<file path="src/rtl/sigma_tile_pkg.sv">
// sigma_tile shared definitions.
// Holds the SFR register map constants and the interrupt controller's
// line-count default and FSM state type, so the SFR block and irq_ctrl
// agree on one source of truth.
// No ports (package).
package sigma_tile_pkg;

    // SFR word addresses feeding the interrupt controller
    localparam logic [7:0] SFR_IRQ_EN_ADDR   = 8'h10;
    localparam logic [7:0] SFR_TIMER_ADDR    = 8'h14;
    localparam logic [7:0] SFR_SGI_ADDR      = 8'h18;

    // Default log2 of the number of interrupt lines
    localparam int IRQ_NUM_POW_DEF = 4;

    // Interrupt controller FSM states
    typedef enum logic [1:0] {
        IRQ_IDLE    = 2'd0,
        IRQ_REQ     = 2'd1,
        IRQ_SERVICE = 2'd2
    } irq_state_e;

endpackage

</file>
<file path="src/rtl/irq_prio_enc.sv">
// Fixed-priority encoder: lowest set bit of the mask wins.
// Ports:
//   mask_bi  - candidate mask, 2**IDX_W bits
//   valid_o  - at least one mask bit set
//   idx_bo   - index of the lowest set bit (0 when mask is empty)
module irq_prio_enc #(
    parameter int IDX_W = 4
) (
    input  logic [(2**IDX_W)-1:0] mask_bi,
    output logic                  valid_o,
    output logic [IDX_W-1:0]      idx_bo
);

    localparam int N = 2**IDX_W;

    // lower_any[i] is set when any bit below i is set; grant is one-hot
    logic [N-1:0] lower_any;
    logic [N-1:0] grant;

    assign lower_any[0] = 1'b0;
    assign grant[0]     = mask_bi[0];

    genvar gi;
    generate
        for (gi = 1; gi < N; gi++) begin : g_chain
            assign lower_any[gi] = lower_any[gi-1] | mask_bi[gi-1];
            assign grant[gi]     = mask_bi[gi] & ~lower_any[gi];
        end
    endgenerate

    // Grant is one-hot, so OR-ing the indices of set grant bits yields the index
    always_comb begin
        idx_bo = '0;
        for (int i = 0; i < N; i++) begin
            if (grant[i]) begin
                idx_bo = idx_bo | IDX_W'(i);
            end
        end
    end

    assign valid_o = |mask_bi;

endmodule

</file>
<file path="src/rtl/irq_ctrl.sv">
// Interrupt controller: edge-detects external lines, merges timer and
// software-generated events into a pending register, and presents the
// highest-priority enabled pending line to the core with a req/ack/done
// handshake (no nesting).
// Ports:
//   clk_i        - clock
//   rst_i        - asynchronous active-low reset
//   irq_en_bi    - per-line enable mask
//   irq_bi       - external interrupt lines (rising edge = event)
//   irq_timer_i  - timer event pulse, targets TIMER_IRQ_LINE
//   sgi_req_i    - software interrupt pulse
//   sgi_code_bi  - software interrupt target line
//   irq_req_o    - request to core
//   irq_code_bo  - requested line index
//   irq_ack_i    - core accepts request
//   irq_done_i   - core finished handler
//   pending_bo   - pending register readback
module irq_ctrl
    import sigma_tile_pkg::*;
#(
    parameter int IRQ_NUM_POW    = IRQ_NUM_POW_DEF,
    parameter int TIMER_IRQ_LINE = 0
) (
    input  logic                         clk_i,
    input  logic                         rst_i,
    input  logic [(2**IRQ_NUM_POW)-1:0]  irq_en_bi,
    input  logic [(2**IRQ_NUM_POW)-1:0]  irq_bi,
    input  logic                         irq_timer_i,
    input  logic                         sgi_req_i,
    input  logic [IRQ_NUM_POW-1:0]       sgi_code_bi,
    output logic                         irq_req_o,
    output logic [IRQ_NUM_POW-1:0]       irq_code_bo,
    input  logic                         irq_ack_i,
    input  logic                         irq_done_i,
    output logic [(2**IRQ_NUM_POW)-1:0]  pending_bo
);

    localparam int N = 2**IRQ_NUM_POW;

    irq_state_e             state_reg, state_next;
    logic [IRQ_NUM_POW-1:0] code_reg, code_next;
    logic [N-1:0]           pending_reg, pending_next;
    logic [N-1:0]           irq_prev_reg;
    logic [N-1:0]           event_vec;
    logic [N-1:0]           clear_vec;
    logic [N-1:0]           cand_mask;
    logic                   cand_valid;
    logic [IRQ_NUM_POW-1:0] cand_idx;

    // Per-line event and clear terms
    genvar gi;
    generate
        for (gi = 0; gi < N; gi++) begin : g_line
            assign event_vec[gi] = (irq_bi[gi] & ~irq_prev_reg[gi])
                                 | (irq_timer_i && (gi == TIMER_IRQ_LINE))
                                 | (sgi_req_i && (sgi_code_bi == IRQ_NUM_POW'(gi)));
            assign clear_vec[gi] = (state_reg == IRQ_REQ) && irq_ack_i
                                 && (code_reg == IRQ_NUM_POW'(gi));
        end
    endgenerate

    // Set wins over clear so an event arriving with the ack is not lost
    assign pending_next = (pending_reg & ~clear_vec) | event_vec;
    assign cand_mask    = pending_reg & irq_en_bi;

    irq_prio_enc #(
        .IDX_W (IRQ_NUM_POW)
    ) u_prio_enc (
        .mask_bi (cand_mask),
        .valid_o (cand_valid),
        .idx_bo  (cand_idx)
    );

    always_comb begin
        state_next = state_reg;
        code_next  = code_reg;
        case (state_reg)
            IRQ_IDLE: begin
                if (cand_valid) begin
                    state_next = IRQ_REQ;
                    code_next  = cand_idx;
                end
            end
            IRQ_REQ: begin
                // Code is frozen here; only the ack moves us on
                if (irq_ack_i) begin
                    state_next = IRQ_SERVICE;
                end
            end
            IRQ_SERVICE: begin
                if (irq_done_i) begin
                    state_next = IRQ_IDLE;
                end
            end
            default: begin
                state_next = IRQ_IDLE;
            end
        endcase
    end

    always_ff @(posedge clk_i or negedge rst_i) begin
        if (!rst_i) begin
            state_reg    <= IRQ_IDLE;
            code_reg     <= '0;
            pending_reg  <= '0;
            irq_prev_reg <= '0;
        end else begin
            state_reg    <= state_next;
            code_reg     <= code_next;
            pending_reg  <= pending_next;
            irq_prev_reg <= irq_bi;
        end
    end

    assign irq_req_o   = (state_reg == IRQ_REQ);
    assign irq_code_bo = code_reg;
    assign pending_bo  = pending_reg;

endmodule

</file>
<file path="config.mk">
export PLATFORM = sky130hd
export DESIGN_NAME = irq_ctrl
export DESIGN_NICKNAME = d
export VERILOG_FILES = /design/src/rtl/sigma_tile_pkg.sv /design/src/rtl/irq_prio_enc.sv /design/src/rtl/irq_ctrl.sv
export SDC_FILE = /design/constraint.sdc
export NUM_CORES = 1
export LEC_CHECK = 0
export CAP_MARGIN = 20
export CORE_AREA = 2 2 65 67
export CTS_BUF_LIST = sky130_fd_sc_hd__clkbuf_4 sky130_fd_sc_hd__clkbuf_8
export DETAILED_ROUTE_END_ITERATION = 7
export DIE_AREA = 0 0 67 69
export MAX_ROUTING_LAYER = met4
export PLACE_DENSITY = 0.79
export SETUP_SLACK_MARGIN = 0.02
export SLEW_MARGIN = 20
export SYNTH_ARGS = -nofsm -noshare
export SYNTH_HDL_FRONTEND = slang
export SYNTH_SLANG_ARGS = --single-unit
</file>
<file path="constraint.sdc">
create_clock -name clk_i -period 3.68 [get_ports clk_i]
set_clock_uncertainty 0.2 [all_clocks]
set_input_delay 1.104 -clock clk_i [delete_from_list [all_inputs] [get_ports clk_i]]
set_output_delay 1.104 -clock clk_i [all_outputs]
set_load 0.02 [all_outputs]
</file>
# == After elaboration in Yosys (flattened, before gate mapping) ==
# Cells that the tools add are included.
# word_totals
register_bits,38
input_bits,42
out_inout_bits,21
wordCells,194
# op_classes
eq_ne,35
mux,19
n_bitwise,97
n_reduce_logical,39
# ops
op,count
"4-bit equality test, second input constant",16
1-bit logical AND,33
16-bit bitwise AND,2
"4-bit by 3-bit equality test with 1-bit output, second input constant",8
4-bit two-way mux,8
1-bit bitwise AND,31
1-bit inverter,31
1-bit OR,31
"4-bit by 2-bit equality test with 1-bit output, second input constant",4
16-bit inverter,1
16-bit OR,1
16-bit OR reduction,1
3-bit two-way mux,4
2-bit two-way mux,5
"4-bit by 1-bit equality test with 1-bit output, second input constant",2
4-bit logical NOT,2
2-bit one-hot mux with 3 select lines,1
"2-bit != test, second input constant",2
3-bit AND reduction,1
"2-bit by 1-bit equality test with 1-bit output, second input constant",1
"2-bit equality test, second input constant",1
2-bit logical NOT,1
"2-bit by 1-bit != test with 1-bit output, second input constant",1
2-bit AND reduction,1
1-bit two-way mux,1

# == Depth between registers and ports, before layout ==
# depth
word_depth,18
ltp_mapped,5
mapped_depth_nobuf,5

# == Hierarchy ==
# From an unflattened synthesis, not the netlist that was laid out.
# unflattened
hier_cells,181
area_unflattened_um2,1838.0
# by_module_without_submodules
module,instances,cells_each,area_per_inst_um2,seq_area_each_um2
irq_ctrl,1,148,1622.8,950.9
irq_prio_enc,1,33,215.2,0.0

# == Least setup slack after synthesis ==
# OpenSTA, ideal clock, no wires.
# synth_path
kind,input port to flip-flop
start,input port irq_en_bi[0]
end,"register code_reg[0], in the netlist irq_code_bo[0]"
setup_time_ps,125
arrival_ps,2267
setup_slack_ps,1088
path_stages,5
path_buffers,0
path_cell_list,a22o_1 a221oi_4 nand4_4 o21a_4 mux2_4
# synth_via
elab_chain_len,18
elab_cells_between_ends,48
classes_between,mux: 15; bitwise: 31; reduce/logical: 2
# synth_lines
item,line_no,source
from (decl),irq_ctrl.sv:26,"input logic [(2**IRQ_NUM_POW)-1:0] irq_en_bi,"
16-bit bitwise AND *,irq_ctrl.sv:64,assign cand_mask = pending_reg & irq_en_bi;
1-bit inverter / 1-bit OR (equally long branches),"irq_prio_enc.sv:27, irq_prio_enc.sv:26",
1-bit bitwise AND / 1-bit OR (equally long branches),"irq_prio_enc.sv:27, irq_prio_enc.sv:26",
"1-bit two-way mux, or another cell as far along",irq_prio_enc.sv:35,if (grant[i]) begin
"2-bit two-way mux, or another cell as far along (2 in a row)",irq_prio_enc.sv:35,
"3-bit two-way mux, or another cell as far along (4 in a row)",irq_prio_enc.sv:35,
"4-bit two-way mux, or another cell as far along (5 in a row)",irq_prio_enc.sv:35,
4-bit two-way mux / 1-bit inverter (equally long branches),"irq_prio_enc.sv:35, irq_prio_enc.sv:27",
4-bit two-way mux / 1-bit bitwise AND (equally long branches),"irq_prio_enc.sv:35, irq_prio_enc.sv:27",
4-bit two-way mux,irq_prio_enc.sv:35,
to (signal assigned),irq_ctrl.sv:109,code_reg <= code_next;
to (decl),irq_ctrl.sv:41,"logic [IRQ_NUM_POW-1:0] code_reg, code_next;"
# Mark *: on every way between the ends. The rest lies on a longest branch, timed or not.
# A chain may end at the register's enable or synchronous reset.

# == Final worst setup path ==
# layout_path
start,register state_reg[1]
end,output port irq_req_o
# layout_via
elab_chain_len,1
# layout_lines
item,line_no,source
from (decl),irq_ctrl.sv:40,"irq_state_e state_reg, state_next;"
from (signal assigned),irq_ctrl.sv:108,state_reg <= state_next;
2-bit by 1-bit equality test with 1-bit output,irq_ctrl.sv:115,assign irq_req_o = (state_reg == IRQ_REQ);
to (decl),irq_ctrl.sv:31,"output logic irq_req_o,"
# No other way between the ends.

==> results.yml <==
critical_path:
  worstReg2RegEnd: "irq_code_bo[0]"
  reg2regPathDepth: 5
  endpoint_kind: "primary output"
  path_class: "reg2out"
  crit_start: "state_reg[1]"
  arrival_ns: 1.62
  critPathMaxFanout: 5
  r2r_start: "pending_bo[0]"
  critPathLaunchType: "register"
  cp.required_ns: 2.38
  r2r_setup_slack_ns: 1.66
  crit_path_end: "irq_req_o"
synth:
  synth_fp_nets: 198
  synth-seq-cells: 38
  synthFlopType: "dfrtp_1"
  synth_cells: 156
  ys_types: 38
  synth_top_area_share_pct: 55.2
  syn_area_um2: 1720
  synth-async-reset-ratio_pct: 100
  synth_edf_count: 0
  syn_area_per_cell_um2: 11.0
  synth_top_area_cell: "dfrtp_1"
  yosysWarnings: 0
  synthTopCellsByArea: "dfrtp_1 55%, o221ai_1 5.6%, o21ai_0 3.5%"
  ys_seq_area_share_pct: 55.2
cells_and_area:
  antennaDiodeCount: 0
  drive_gt1_share_pct: 6.70
  final_cell_mix: "61 x clkdlybuf4s50_1, 38 x dfrtp_1, 15 x inv_1, 15 x nand2_1, 12 x o21ai_0"
  num-fill-cells: 326
  syn2layout_area_growth_pct: 47.2
  regArea_um2: 951
  multi_input_area_um2: 708
  final_util_pct: 64.8
  mostFrequentLayoutCell: "clkdlybuf4s50_1"
  finalNetCount: 265
cts:
  insertion_delay_ns: 0.29
  root_buffer: "clkbuf_8"
  cts_tree: "built"
  htree_levels: 2
  cts_resized: 0
  path_clk_slew_ns: 0.07
  cts.sinks: 38
  postCtsSetupRepairBufs: 0
  holdBufCountCts: 0
  cts_made_buffers: 5
  clock_path_buffers: 2
timing:
  fin_crit_ns: 2.92
  hold_viol: 0
  drv_slew: 0
  period_share_pct: 79.4
  max_freq_mhz: 342
  tns_ns: 0
  tightest_slew_ns: 0.818
  setup_viol: 0
  relSlewSlack_pct: 45.5
  rsz0062_at_grt: "false"
route:
  drt_iter0_drc: 137
  routed_wl_um: 4530
  viasPerCell: 5.59
  avgRoutedWirePerCell_um: 16.5
  m1WireLength_um: 1940
  dr.pass1.iters: 5
  highest_layer: "met4"
  ant_nets: 0
  wl_met3_um: 301
  dr_wl_met2_um: 2220
  drc: 0
  vias: 1532
global_routing:
  track_usage_pct: 22.1
  grt_pass1_vias: 1576
  grt_pass1_wl_um: 7420
  grt-ovfl-total: 0
  grt_max_degree: 39
  antenna_found_initial: 0
pwr:
  power_density_nw_per_um2: 590
  power_uw: 1500
  p_leak_uw: 0.00101
  ir_drop_mv: 0.303
outcome:
  outcome: "finished clean"
placement:
  finalWeightedCongestion: 0.906
  numPortBuffers: 62
  dpl.hpwl_um: 3420
floorplanning:
  io-pin-count: 63
  die_x_um: 67
  dieArea_um2: 4620
  die_y_um: 69
  initial_core_util_pct: 44.0
  fp-row-count: 23
  core_area_um2: 3910
hold_path:
  hold_path.class: "reg2reg"
job:
  drv_cap: 0
-- worst max-delay path, cell delays in order (launching register included) --
cell	delay, ns
dfrtp_1	0.39
and2b_1	0.29
clkdlybuf4s50_1	0.64
-- cell usage after synthesis (2+ instances only) --
| cell type | count |
|---|---|
| o221ai_1 | 11 |
| nand2b_1 | 9 |
| a21oi_1 | 5 |
| nand2_1 | 15 |
| and2_1 | 3 |
| nor3_1 | 3 |
| a22o_1 | 2 |
| dfrtp_1 | 38 |
| o311ai_0 | 2 |
| nor2_1 | 4 |
| a22oi_1 | 2 |
| nand4_1 | 2 |
| inv_1 | 15 |
| o21ai_0 | 12 |
| a32o_1 | 2 |
| o21a_1 | 2 |
| a221o_1 | 4 |
| a32oi_1 | 2 |
| o31ai_1 | 3 |
| nand3_1 | 2 |
-- cell families (layout without fill, tap and decap cells) --
kind of cell | after synthesis | count (layout) | share of synthesized area (%)
buffers and inverters | 17 | 85 | 3.70
flip-flops | 38 | 38 | 55.2
multiplexers | 1 | 1 | 0.871
AO/OA/AOI/OAI | 54 | 54 | 25.0
AND/OR/NAND/NOR | 46 | 46 | 15.3
-- stage by stage --
step	hold slack (ns)	instances	area, um2	setup WS [ns]
after floorplan	0.251	156	1720	1.09
after CTS	0.278	274	2540	0.752
after global placement	0.256	266	2390	0.621
after detailed placement	0.268	266	2390	0.588
final	0.284	274	2540	0.758
after global routing	0.283	274	2540	0.695
-- routing by layer --
layer  GRT usage, %  vias up
met5              -        -
li1               -      726
met2           33.4       50
met3           6.53        9
met4           6.35        0
met1           28.8      747
-- how the worst min path moves through the flow --
stage                     start        endpoint  slack (ns)  depth (start not counted)
2_1_floorplan      state_reg[0]    state_reg[1]        0.25                          1
3_5_place_dp    irq_prev_reg[3]   pending_bo[3]        0.27                          1
4_1_cts         irq_prev_reg[3]   pending_bo[3]        0.28                          1
3_3_place_gp   irq_prev_reg[14]  pending_bo[14]        0.26                          1
5_1_grt         irq_prev_reg[3]   pending_bo[3]        0.28                          1
6_report       irq_prev_reg[11]  pending_bo[11]        0.28                          1
-- where the power goes --
part / internal (uW) / switching [uW] / leakage [uW] / total, uW
combinational: 245 / 235 / 0.000537 / 481
sequential: 486 / 92.3 / 0.000403 / 579
clock: 289 / 148 / 0.0000714 / 437
-- area by class of cell --
class,instances,share of cell area [%]
well taps,50,2.47
clock inverters,2,2.37
inverters,15,2.22
flip-flops and latches,38,37.5
multi-input cells,101,27.9
repair buffers,62,24.3
clock buffers,6,3.26
No activity file was read; power rests on OpenSTA's default activity.
